[src/rtl/dlx_mem_arb.sv]
// Shares one external memory port between I-cache line refills (bursts) and single-word D-cache accesses.
// D-side wins ties until MAX_DC_STREAK consecutive D grants have starved a pending refill.
module dlx_mem_arb #(
    parameter int ADDR_W        = 32,
    parameter int DATA_W        = 32,
    parameter int IC_LINE_WORDS = 4,
    parameter int MAX_DC_STREAK = 4
) (
    input  logic              clk,
    input  logic              rst,
    input  logic              ic_req,
    input  logic [ADDR_W-1:0] ic_addr,
    output logic [DATA_W-1:0] ic_rdata,
    output logic              ic_rvalid,
    output logic              ic_done,
    output logic              ic_busy,
    input  logic              dc_req,
    input  logic              dc_we,
    input  logic [ADDR_W-1:0] dc_addr,
    input  logic [DATA_W-1:0] dc_wdata,
    output logic [DATA_W-1:0] dc_rdata,
    output logic              dc_ack,
    output logic              mem_req,
    output logic              mem_we,
    output logic [ADDR_W-1:0] mem_addr,
    output logic [DATA_W-1:0] mem_wdata,
    input  logic              mem_ready,
    input  logic [DATA_W-1:0] mem_rdata
);

    localparam int BEAT_W   = $clog2(IC_LINE_WORDS);
    localparam int STREAK_W = $clog2(MAX_DC_STREAK + 1);
    localparam logic [BEAT_W-1:0]   LAST_BEAT  = BEAT_W'(IC_LINE_WORDS - 1);
    localparam logic [STREAK_W-1:0] STREAK_MAX = STREAK_W'(MAX_DC_STREAK);
    localparam logic [ADDR_W-1:0]   LINE_MASK  = ~ADDR_W'(4 * IC_LINE_WORDS - 1);
    localparam logic [ADDR_W-1:0]   WORD_STEP  = ADDR_W'(4);

    typedef enum logic [1:0] {
        S_IDLE     = 2'd0,
        S_IC_BURST = 2'd1,
        S_DC_ACC   = 2'd2
    } state_t;

    state_t              state_q, state_d;
    logic [BEAT_W-1:0]   beat_q, beat_d;
    logic [STREAK_W-1:0] streak_q, streak_d;
    logic                mem_req_q, mem_req_d;
    logic                mem_we_q, mem_we_d;
    logic [ADDR_W-1:0]   mem_addr_q, mem_addr_d;
    logic [DATA_W-1:0]   mem_wdata_q, mem_wdata_d;

    logic dc_wins;
    logic last_beat;

    // D gets the port unless a refill is waiting and the D streak is exhausted.
    assign dc_wins   = dc_req && (!ic_req || (streak_q < STREAK_MAX));
    assign last_beat = (beat_q == LAST_BEAT);

    always_comb begin
        state_d     = state_q;
        beat_d      = beat_q;
        streak_d    = ic_req ? streak_q : '0;
        mem_req_d   = mem_req_q;
        mem_we_d    = mem_we_q;
        mem_addr_d  = mem_addr_q;
        mem_wdata_d = mem_wdata_q;

        case (state_q)
            S_IDLE: begin
                if (dc_wins) begin
                    state_d     = S_DC_ACC;
                    mem_req_d   = 1'b1;
                    mem_we_d    = dc_we;
                    mem_addr_d  = dc_addr;
                    mem_wdata_d = dc_wdata;
                    if (ic_req) begin
                        streak_d = streak_q + STREAK_W'(1);
                    end
                end else if (ic_req) begin
                    state_d     = S_IC_BURST;
                    mem_req_d   = 1'b1;
                    mem_we_d    = 1'b0;
                    mem_addr_d  = ic_addr & LINE_MASK;
                    mem_wdata_d = '0;
                    beat_d      = '0;
                    streak_d    = '0;
                end
            end

            S_IC_BURST: begin
                if (mem_ready) begin
                    if (last_beat) begin
                        state_d   = S_IDLE;
                        beat_d    = '0;
                        mem_req_d = 1'b0;
                    end else begin
                        beat_d     = beat_q + BEAT_W'(1);
                        mem_addr_d = mem_addr_q + WORD_STEP;
                    end
                end
            end

            S_DC_ACC: begin
                if (mem_ready) begin
                    state_d   = S_IDLE;
                    mem_req_d = 1'b0;
                    mem_we_d  = 1'b0;
                end
            end

            default: begin
                state_d   = S_IDLE;
                mem_req_d = 1'b0;
                mem_we_d  = 1'b0;
                beat_d    = '0;
            end
        endcase
    end

    always_ff @(posedge clk) begin
        if (rst) begin
            state_q     <= S_IDLE;
            beat_q      <= '0;
            streak_q    <= '0;
            mem_req_q   <= 1'b0;
            mem_we_q    <= 1'b0;
            mem_addr_q  <= '0;
            mem_wdata_q <= '0;
        end else begin
            state_q     <= state_d;
            beat_q      <= beat_d;
            streak_q    <= streak_d;
            mem_req_q   <= mem_req_d;
            mem_we_q    <= mem_we_d;
            mem_addr_q  <= mem_addr_d;
            mem_wdata_q <= mem_wdata_d;
        end
    end

    assign mem_req   = mem_req_q;
    assign mem_we    = mem_we_q;
    assign mem_addr  = mem_addr_q;
    assign mem_wdata = mem_wdata_q;

    assign ic_busy   = (state_q == S_IC_BURST);
    assign ic_rvalid = ic_busy && mem_ready;
    assign ic_done   = ic_rvalid && last_beat;
    assign ic_rdata  = mem_rdata;

    assign dc_ack    = (state_q == S_DC_ACC) && mem_ready;
    assign dc_rdata  = mem_rdata;

endmodule

[config.mk]
export PLATFORM = sky130hd
export DESIGN_NAME = dlx_mem_arb
export DESIGN_NICKNAME = d
export VERILOG_FILES = /design/src/rtl/dlx_mem_arb.sv
export SDC_FILE = /design/constraint.sdc
export NUM_CORES = 1
export LEC_CHECK = 0
export CAP_MARGIN = 20
export CORE_UTILIZATION = 40
export CTS_CLUSTER_SIZE = 12
export DETAILED_ROUTE_END_ITERATION = 10
export GPL_TIMING_DRIVEN = 0
export PLACE_DENSITY = 0.91
export SYNTH_ARGS = -nofsm -noshare
export SYNTH_HDL_FRONTEND = slang
export SYNTH_SLANG_ARGS = --single-unit
[constraint.sdc]
create_clock -name clk -period 4.9 [get_ports clk]
set_clock_uncertainty 0.05 [all_clocks]
set_input_delay 1.47 -clock clk [delete_from_list [all_inputs] [get_ports clk]]
set_output_delay 1.47 -clock clk [all_outputs]
set_load 0.05 [all_outputs]
==> results.cfg <==
[global_routing]
grt_usage = 0.286
grt_pass1_vias = 4941
grt_max_degree = 16
antenna_found_initial = 0
grt_overflow = 0
grt_pass1_wl_um = 24600

[power_and_ir_drop]
pwr-share-comb = 0.401
power.internal_mw = 1.13
ir_drop_v = 0.000187
p_clk_frac = 0.240
p_leak_nw = 2.59
seqPwrFrac = 0.359
netSwitchingPower_uw = 800
power_density_mw_per_mm2 = 284
power_mw = 1.93
switching_share = 0.414

[synth]
synth-simple-area-share = 0.234
synth_top_family_by_area = simple AND/OR/NAND/NOR gates
synth.avg_cell_area_um2 = 7.56
synth-seq-cells = 73
synth_largest_area_cell = dfxtp_1
synth_area_mm2 = 0.00415
syn_nets = 686
synth_edf_count = 0
synth-main-ff-cell = dfxtp_1
synthTopCellsByCount = 73 x dfxtp_1, 67 x nand2_1, 64 x buf_4, 64 x nor2_1, 41 x a21oi_1
synthAdderAreaFrac = 0.00904
ys_seq_area_frac = 0.352
synth.most_common_cell = dfxtp_1
muxShareOfSynthArea = 0.0148
synthCells = 549
synth-xor-area-share = 0.00211
synth_area_leaders = dfxtp_1 35%, buf_4 12%, a22oi_1 6.9%
yosys.area.top_type_share = 0.352
synth_cell_type_count = 52
synth_compound_area_frac = 0.232
yosys_warnings = 0
async_flop_share = 0

[detailed_routing]
num_vias = 5143
postRouteWirelength_um = 16100
ant_nets = 0
wl_per_cell_um = 17.3
dr.pass1.iters = 6
viasPerCell = 5.54
drc_errors = 0
drt_iter0_drc = 450

[clock_tree]
root_buffer = clkbuf_8
clock_sinks = 73
clk_pin_slew_ps = 90
h-tree-depth = 3
cts_buffer_depth = 2
clkLatencyLatePin_ps = 360
tritoncts = yes
postCtsHoldBufs = 0
cts_resized = 0
cts_setup_buffers = 0
numCtsBuffers = 9

[timing]
layout_setup_ws_ps = 286
min_period_over_period = 0.942
setup_tns_ps = 0
finalHoldViolations = 0
hold_slack_ps = 423
slew_headroom = 0.506
grt_setup_unrepaired = no
worstMarginPinSlew_ps = 741
drv_slew = 0
setup_viol = 0
fmax_ghz = 0.217
layout_min_cycle_time_ps = 4610

[critical_path]
worstPathRequired_ps = 3380
cp-end-kind = output port
rr_worst_depth = 7
crit_fanout = 8
crit_type = primary input to output port
startpoint_type = primary input
startpoint = mem_ready
r2r_start = mem_addr[2]$_SDFFE_PP0P_
r2r_slack_ps = 2140
cpPeakStageDelay_ps = 830
cp.arrival_ps = 3090
crit_top_cell = clkdlybuf4s50_1
timing.rr.end = mem_addr[28]$_SDFFE_PP0P_
endpoint = ic_done
crit_chain = clkdlybuf4s50_1, and3_1, clkdlybuf4s50_1
slowest_stage = clkdlybuf4s50_1

[floorplanning]
placementRows = 36
pin_count = 268
start_util = 0.419
fp.dieH_um = 104
die_w_um = 104
dieArea_mm2 = 0.0108
fp.coreArea_mm2 = 0.00991

[cells_and_area]
area_delta_synth_final_pct = 63.9
fin_cells = 928
utilization = 0.687
fin_area_mm2 = 0.00680
fill_cells = 815
nets = 927
drive_above_1_share = 0.116
diodes = 0

[placement]
dpl_cell_area_mm2 = 0.00662
place_hpwl_um = 12200
dp.cells = 912
dpl_worst_slack_ps = 301
place.port_buffers = 230
place_congestion = 0.900

[min_path]
hp-class = flip-flop to flip-flop

[run]
drv_cap = 0

[outcome]
status = finished, final reports clean
layout make-up:
cell class                 count  area [um2]  share of cell area
multi-input combinational    368        2040               0.300
sequential                    73        1460               0.215
tap                          133         166              0.0245
clock inverter                 7        60.1             0.00883
buffer                       104         633              0.0930
clock buffer                   9         124              0.0182
timing repair buffer         230        2300               0.338
inverter                       4        15.0             0.00221
registers in the layout (all words and copies together), names as in the netlist:
signal	flops
beat_q	2
mem_addr	32
mem_req	1
mem_wdata	32
mem_we	1
state_q	2
streak_q	3
worst min path at each step:
stage | startpoint | end | slack [ps] | cells after the start
after floorplan | streak_q[1]$_SDFF_PP0_ | streak_q[1]$_SDFF_PP0_ | 390 | 2
after global placement | streak_q[1]$_SDFF_PP0_ | streak_q[1]$_SDFF_PP0_ | 390 | 2
after detailed placement | streak_q[1]$_SDFF_PP0_ | streak_q[1]$_SDFF_PP0_ | 410 | 2
after CTS | streak_q[1]$_SDFF_PP0_ | streak_q[1]$_SDFF_PP0_ | 420 | 2
after global routing | mem_req$_SDFFE_PP0P_ | mem_req$_SDFFE_PP0P_ | 460 | 2
final | streak_q[1]$_SDFF_PP0_ | streak_q[1]$_SDFF_PP0_ | 420 | 2
worst max-delay path: cells and delay by family:
kind                   cells  cell delay (ps)
buffers and inverters      2             1410
AND/OR/NAND/NOR            1              210
power by group through the flow:
stage / Sequential, mW / Clock [mW] / Combinational (mW)
2_1_floorplan: 0.854 / 0 / 0.322
3_3_place_gp: 0.701 / 0 / 0.761
3_5_place_dp: 0.705 / 0 / 0.771
4_1_cts: 0.691 / 0.464 / 0.774
5_1_grt: 0.700 / 0.491 / 0.812
6_report: 0.694 / 0.465 / 0.776
layout by cell type, fill, tap and decap left out, types with 6 or more instances in the layout:
cell type,netlist,routed
nor2_1,64,64
nor3_1,18,18
clkdlybuf4s50_1,0,230
clkbuf_1,38,38
o21ai_0,21,21
or3_1,6,6
clkbuf_8,0,9
nand2_1,67,67
a22oi_1,38,38
nand3_1,15,15
a31oi_1,14,14
dfxtp_1,73,73
nand4_1,6,6
a21oi_1,41,41
buf_4,64,64
per-layer routing:
layer / track usage / wire length, um / part of all wire
met5: 0 / 0 / 0
met2: 0.499 / 7780 / 0.48
met3: 0.0946 / 2010 / 0.13
met1: 0.312 / 5810 / 0.36
met4: 0.134 / 466 / 0.029
cells by family (layout without fill, tap and decap cells):
logic type / after synthesis / after routing
adders and majority gates: 3 / 3
DFF: 73 / 73
and+or+nand+nor: 209 / 209
AOI/OAI and AO/OA: 149 / 149
buffers and inverters: 108 / 354
xor gates and xnor gates: 1 / 1
muxes: 6 / 6
Power figures use the tool's default switching activity.
